### src/rtl/csel_sub_seq_pkg.sv
// csel_sub_pkg: shared FSM state type and default geometry for the carry-select subtractor
package csel_sub_pkg;

  typedef enum logic [1:0] {
    IDLE,
    RUN,
    DONE
  } csel_state_e;

  localparam int WIDTH_DEF = 8;
  localparam int CHUNK_DEF = 4;

endpackage

### src/rtl/csel_sub_seq_if.sv
// csel_sub_seq_if: operand/result valid-ready bus; overflow exists only with CSEL_SUB_OVF_EN
interface csel_sub_seq_if #(
  parameter int WIDTH = csel_sub_pkg::WIDTH_DEF
);

  logic             in_valid;
  logic             in_ready;
  logic [WIDTH-1:0] a;
  logic [WIDTH-1:0] b;
  logic             out_valid;
  logic             out_ready;
  logic [WIDTH-1:0] diff;
  logic             borrow;
`ifdef CSEL_SUB_OVF_EN
  logic             overflow;
`endif

  modport master (
    output in_valid, a, b, out_ready,
    input  in_ready, out_valid, diff, borrow
`ifdef CSEL_SUB_OVF_EN
    , input overflow
`endif
  );

  modport slave (
    input  in_valid, a, b, out_ready,
    output in_ready, out_valid, diff, borrow
`ifdef CSEL_SUB_OVF_EN
    , output overflow
`endif
  );

endinterface

### src/rtl/csel_sub_seq_chunk.sv
// csel_sub_chunk: one CHUNK-bit slice computing both borrow-in results and selecting by bin
module csel_sub_chunk #(
  parameter int CHUNK = 4
) (
  input  logic [CHUNK-1:0] a_i,
  input  logic [CHUNK-1:0] b_i,
  input  logic             bin,
  output logic [CHUNK-1:0] d,
  output logic             bout
);

  logic [CHUNK:0] d0;
  logic [CHUNK:0] d1;

  assign d0 = {1'b0, a_i} - {1'b0, b_i};
  assign d1 = {1'b0, a_i} - {1'b0, b_i} - (CHUNK+1)'(1);

  // late-arriving borrow only steers the mux, never the subtractors
  always_comb begin
    d    = bin ? d1[CHUNK-1:0] : d0[CHUNK-1:0];
    bout = bin ? d1[CHUNK] : d0[CHUNK];
  end

endmodule

### src/rtl/csel_sub_seq.sv
// csel_sub_seq: multi-cycle carry-select subtractor, one chunk per RUN cycle; optional CSEL_SUB_OVF_EN
module csel_sub_seq
  import csel_sub_pkg::*;
#(
  parameter int WIDTH = WIDTH_DEF,
  parameter int CHUNK = CHUNK_DEF
) (
  input logic         clk,
  input logic         rst,
  csel_sub_seq_if.slave bus
);

  localparam int NCHUNK = WIDTH / CHUNK;
  localparam int IW     = NCHUNK > 1 ? $clog2(NCHUNK) : 1;

  csel_state_e      state;
  csel_state_e      state_n;
  logic [IW-1:0]    idx;
  logic [WIDTH-1:0] a_r;
  logic [WIDTH-1:0] b_r;
  logic [WIDTH-1:0] diff_r;
  logic             br;
  logic [CHUNK-1:0] d;
  logic             bout;
  logic             in_rdy;
  logic             accept;
  logic             last;
`ifdef CSEL_SUB_OVF_EN
  logic             ovf;
`endif

  assign accept = bus.in_valid && in_rdy;
  assign last   = idx == IW'(NCHUNK - 1);

  csel_sub_chunk #(.CHUNK(CHUNK)) u_chunk (
    .a_i (a_r[idx*CHUNK +: CHUNK]),
    .b_i (b_r[idx*CHUNK +: CHUNK]),
    .bin (br),
    .d   (d),
    .bout(bout)
  );

  // state register
  always_ff @(posedge clk or posedge rst) begin
    if (rst) state <= IDLE;
    else     state <= state_n;
  end

  // next-state: DONE retires on out_ready and may re-accept on the same edge
  always_comb begin
    state_n = state == IDLE ? (accept ? RUN : IDLE)
            : state == RUN  ? (last ? DONE : RUN)
            : state == DONE ? (bus.out_ready ? (bus.in_valid ? RUN : IDLE) : DONE)
            : IDLE;
  end

  // handshake outputs decoded from state
  always_comb begin
    in_rdy        = state == IDLE || (state == DONE && bus.out_ready);
    bus.in_ready  = in_rdy;
    bus.out_valid = state == DONE;
  end

  // datapath: latch operands on accept, resolve one chunk per RUN cycle, hold otherwise
  always_ff @(posedge clk or posedge rst) begin
    if (rst) begin
      idx    <= '0;
      a_r    <= '0;
      b_r    <= '0;
      diff_r <= '0;
      br     <= 1'b0;
`ifdef CSEL_SUB_OVF_EN
      ovf    <= 1'b0;
`endif
    end else if (accept) begin
      a_r <= bus.a;
      b_r <= bus.b;
      idx <= '0;
      br  <= 1'b0;
    end else if (state == RUN) begin
      diff_r[idx*CHUNK +: CHUNK] <= d;
      br  <= bout;
      idx <= last ? '0 : idx + 1'b1;
`ifdef CSEL_SUB_OVF_EN
      if (last) ovf <= (a_r[WIDTH-1] != b_r[WIDTH-1]) && (d[CHUNK-1] != a_r[WIDTH-1]);
`endif
    end
  end

  assign bus.diff   = diff_r;
  assign bus.borrow = br;
`ifdef CSEL_SUB_OVF_EN
  assign bus.overflow = ovf;
`endif

endmodule

### src/flat_wrapper.sv
// flat-port wrapper written by rule: the top's interface ports become plain ports
module csel_sub_seq_flat import csel_sub_pkg::*;
#(
  parameter int WIDTH = WIDTH_DEF,
  parameter int CHUNK = CHUNK_DEF
)
  (clk, rst, bus_in_valid, bus_a, bus_b, bus_out_ready, bus_in_ready, bus_out_valid, bus_diff, bus_borrow);
  csel_sub_seq_if #(.WIDTH(WIDTH)) bus_i ();
  input logic clk;
  input logic rst;
  input wire logic [$bits(bus_i.in_valid)-1:0] bus_in_valid;
  input wire logic [$bits(bus_i.a)-1:0] bus_a;
  input wire logic [$bits(bus_i.b)-1:0] bus_b;
  input wire logic [$bits(bus_i.out_ready)-1:0] bus_out_ready;
  output wire logic [$bits(bus_i.in_ready)-1:0] bus_in_ready;
  output wire logic [$bits(bus_i.out_valid)-1:0] bus_out_valid;
  output wire logic [$bits(bus_i.diff)-1:0] bus_diff;
  output wire logic [$bits(bus_i.borrow)-1:0] bus_borrow;
  assign bus_i.in_valid = bus_in_valid;
  assign bus_i.a = bus_a;
  assign bus_i.b = bus_b;
  assign bus_i.out_ready = bus_out_ready;
  assign bus_in_ready = bus_i.in_ready;
  assign bus_out_valid = bus_i.out_valid;
  assign bus_diff = bus_i.diff;
  assign bus_borrow = bus_i.borrow;
  csel_sub_seq #(.WIDTH(WIDTH), .CHUNK(CHUNK)) u_core (.clk(clk), .rst(rst), .bus(bus_i));
endmodule
### config.mk
export PLATFORM = sky130hd
export DESIGN_NAME = csel_sub_seq_flat
export DESIGN_NICKNAME = d
export VERILOG_FILES = /design/src/rtl/csel_sub_seq_pkg.sv /design/src/rtl/csel_sub_seq_if.sv /design/src/rtl/csel_sub_seq_chunk.sv /design/src/rtl/csel_sub_seq.sv /design/src/flat_wrapper.sv
export SDC_FILE = /design/constraint.sdc
export NUM_CORES = 1
export LEC_CHECK = 0
export ABC_AREA = 1
export ABC_CLOCK_PERIOD_IN_PS = 2900
export BUFFER_PORTS_ARGS = -buffer_cell sky130_fd_sc_hd__buf_4
export CORE_MARGIN = 8
export CORE_UTILIZATION = 53
export DETAILED_ROUTE_END_ITERATION = 10
export PLACE_DENSITY = 0.78
export SLEW_MARGIN = 20
export SYNTH_ARGS = -nofsm -noshare
export SYNTH_HDL_FRONTEND = slang
export SYNTH_SLANG_ARGS = --single-unit
### constraint.sdc
create_clock -name clk -period 2.9 [get_ports clk]
set_input_delay 0.29 -clock clk [delete_from_list [all_inputs] [get_ports clk]]
set_output_delay 0.29 -clock clk [all_outputs]
set_load 0.03 [all_outputs]
==> impl_metrics.csv <==
group,metric,value,unit
outcome,status,"completed",
die,die_y,68.20,µm
final_layout,area_delta_synth_final,20.28,%
die,initial_core_util,0.5423,
drt,avgViaCountPerCell,4.939,
sta,slew_violations,0,
clocking,cts_tree,"built",
clocking,postCtsSetupRepairBufs,0,
hold_path,min_path_type,"in -> async",
die,core-area,2663,µm²
setup_path,path_depth,11,
sta,hold_viol_final,0,
setup_path,crit_chain,"o21ai_0, ha_1, fa_1, ha_1, nand2_1, nor2_1, nand3_1, nand2_1, nand3_1, nand2_1, inv_1",
sta,fin_crit,2.475,ns
final_layout,fill_cells,238,
sta,setup_viol,0,
setup_path,worstPathArrival,2.72,ns
global_route,grt_pass1_wl,5.237,mm
clocking,clock_sinks,28,
global_route,grt_pass1_vias,1210,
drt,firstDrtPassIters,4,
synthesis,synth.ff_latch_count,28,
drt,drtIter0Drc,61,
die,io_pins,31,
placement,place_hpwl,2.343,mm
final_layout,final_cells,244,
sta,rsz0062_at_grt,"no",
final_layout,seqCellArea,700.7,µm²
sta,period_share,0.8533,
setup_path,slowest_stage,"dfrtp_1",
placement,gp_congestion,0.8635,
drt,dr_total_vias,1205,
clocking,ctsRootBufferMaster,"clkbuf_4",
setup_path,crit_top_cell,"nand2_1",
global_route,grt_usage,0.1454,
setup_path,cp.buffers_inverters,1,
clocking,numCtsBuffers,3,
setup_path,cp_max_fo,15,
global_route,grt_max_degree,29,
die,num_rows,19,
sta,worst_pin_slew,0.9783,ns
synthesis,yosys_warnings,0,
sta,skew,0.003558,ns
global_route,antenna_found_initial,0,
final_layout,diodes,0,
die,die_area,4651,µm²
clocking,htreeDepth,1,
final_layout,multi_input_area,629.4,µm²
clocking,ctsResizeCount,0,
sta,timing.fmax,404.1,MHz
final_layout,nets,240,
setup_path,cp.required,3.15,ns
setup_path,cp_top_family,"adder cells",
die,die-width,68.20,µm
setup_path,rr_worst_depth,11,
clocking,cts_buffer_depth,2,
synthesis,seq_area_frac_synth,0.4853,
drt,drc,0,
setup_path,start_kind,"flop",
synthesis,avgSynthCellArea,7.890,µm²
synthesis,synth_fp_nets,209,
setup_path,cp-end-kind,"flop",
synthesis,yosys.cell_types.count,21,
clocking,ctsHoldBuffers,0,
drt,avgRoutedWirePerCell,12.56,µm
synthesis,syn_inst,183,
placement,dpl.cell_count,240,
sta,fin_tns_setup,0,ns
setup_path,critPathMaxStageDelay,0.68,ns
final_layout,drive_above_1_share,0.1972,
run,maxCapViolations,0,
drt,wl,3.065,mm
setup_path,worst-setup-path-type,"reg -> reg",
clocking,clkTransAtPathRegs,0.15,ns
drt,drtAntennaViolNets,0,
clocking,clock_latency,0.33,ns
synthesis,synth_area,1444,µm²
placement,port_buffers,30,
global_route,grt-ovfl-total,0,
sta,relSlewSlack,0.3438,
-- flip-flops by register name, summed over array words and instances (netlist names) --
name / flops
u_core.state: 2
u_core.b_r: 8
u_core.bus.borrow: 1
u_core.bus.diff: 8
u_core.a_r: 8
u_core.idx: 1
-- metrics by stage --
step / cell area (µm²) / setup WS, ns / hold WS, ns / util
final: 1737 / 0.4255 / 0.03911 / 0.6523
after detailed placement: 1684 / 0.4508 / 0.4597 / 0.6325
after global routing: 1737 / 0.2200 / 0.06786 / 0.6523
after floorplan: 1444 / 0.6997 / 0.3554 / -
after global placement: 1684 / 0.6127 / 0.4591 / 0.6325
after CTS: 1737 / 0.4232 / 0.1309 / 0.6523
-- cells in the mapped netlist --
cell,n,area (µm²)
xnor2_1,2,17.52
o21ai_0,10,50.05
clkbuf_1,1,3.750
nand2_1,82,307.8
nor2_1,4,15.01
nand2_2,3,18.77
fa_1,1,20.02
nand4_1,1,6.260
mux2i_1,2,20.02
inv_1,24,90.09
a21oi_1,1,5.000
a21oi_2,2,17.52
or2_1,1,6.260
o21ai_1,2,10.01
nor2_4,2,22.52
buf_2,1,5.000
ha_1,5,62.56
nand3_2,1,10.01
nand3_1,8,40.04
buf_4,2,15.01
dfrtp_1,28,700.7
-- worst reg2reg max path, stage by stage (launching register included) --
cell and delay, ns:
dfrtp_1 0.68, o21ai_0 0.19, ha_1 0.24, fa_1 0.54, ha_1 0.16, nand2_1 0.07
nor2_1 0.16, nand3_1 0.10, nand2_1 0.07, nand3_1 0.07, nand2_1 0.06, inv_1 0.04
-- placed cells by master (no fill, tap or decap), types with 3 or more instances in the layout --
cell and instances:
nand2_1 82, buf_4 30, dfrtp_1 28, inv_1 23, o21ai_0 10, nand3_1 8, ha_1 5, nor2_1 4
nand2_2 3, clkbuf_4 3
-- metal layers --
layer	global-route usage	share of wire
met5	0	0
met4	0.04604	0.012
met3	0.03437	0.051
met2	0.2567	0.50
met1	0.1696	0.43
-- logic make-up after synthesis --
kind of cell    Yosys count  synth area share
flops                    28            0.4853
mux                       2           0.01387
buf+inv                  28           0.07885
xor+xnor                  2           0.01213
compound gates           15           0.05719
fa+ha+maj                 6           0.05719
simple gates            102            0.2955
-- cell type report --
class / instances / area share
multi-input cells: 127 / 0.3624
inverters: 24 / 0.05187
flip-flops and latches: 28 / 0.4035
repair buffers: 30 / 0.1297
clock inverters: 1 / 0.01729
well taps: 31 / 0.02233
clock buffers: 3 / 0.01297
-- final timing paths --
| check | from | end | slack (ns) |
|---|---|---|---|
| min in group clk | bus_a[3] | u_core.a_r[3] | 0.13 |
| setup reg to reg | u_core.idx | u_core.bus.borrow | 0.43 |
| hold / removal | rst | u_core.b_r[3] | 0.04 |
| setup / recovery | u_core.idx | u_core.bus.borrow | 0.43 |
| max in group asynchronous | rst | u_core.b_r[6] | 2.41 |
| hold reg to reg | u_core.b_r[2] | u_core.b_r[2] | 0.49 |
Power is left out: the tool's default activity adds up to more than one toggle a clock period on the data nets, which glitch-free logic cannot reach.
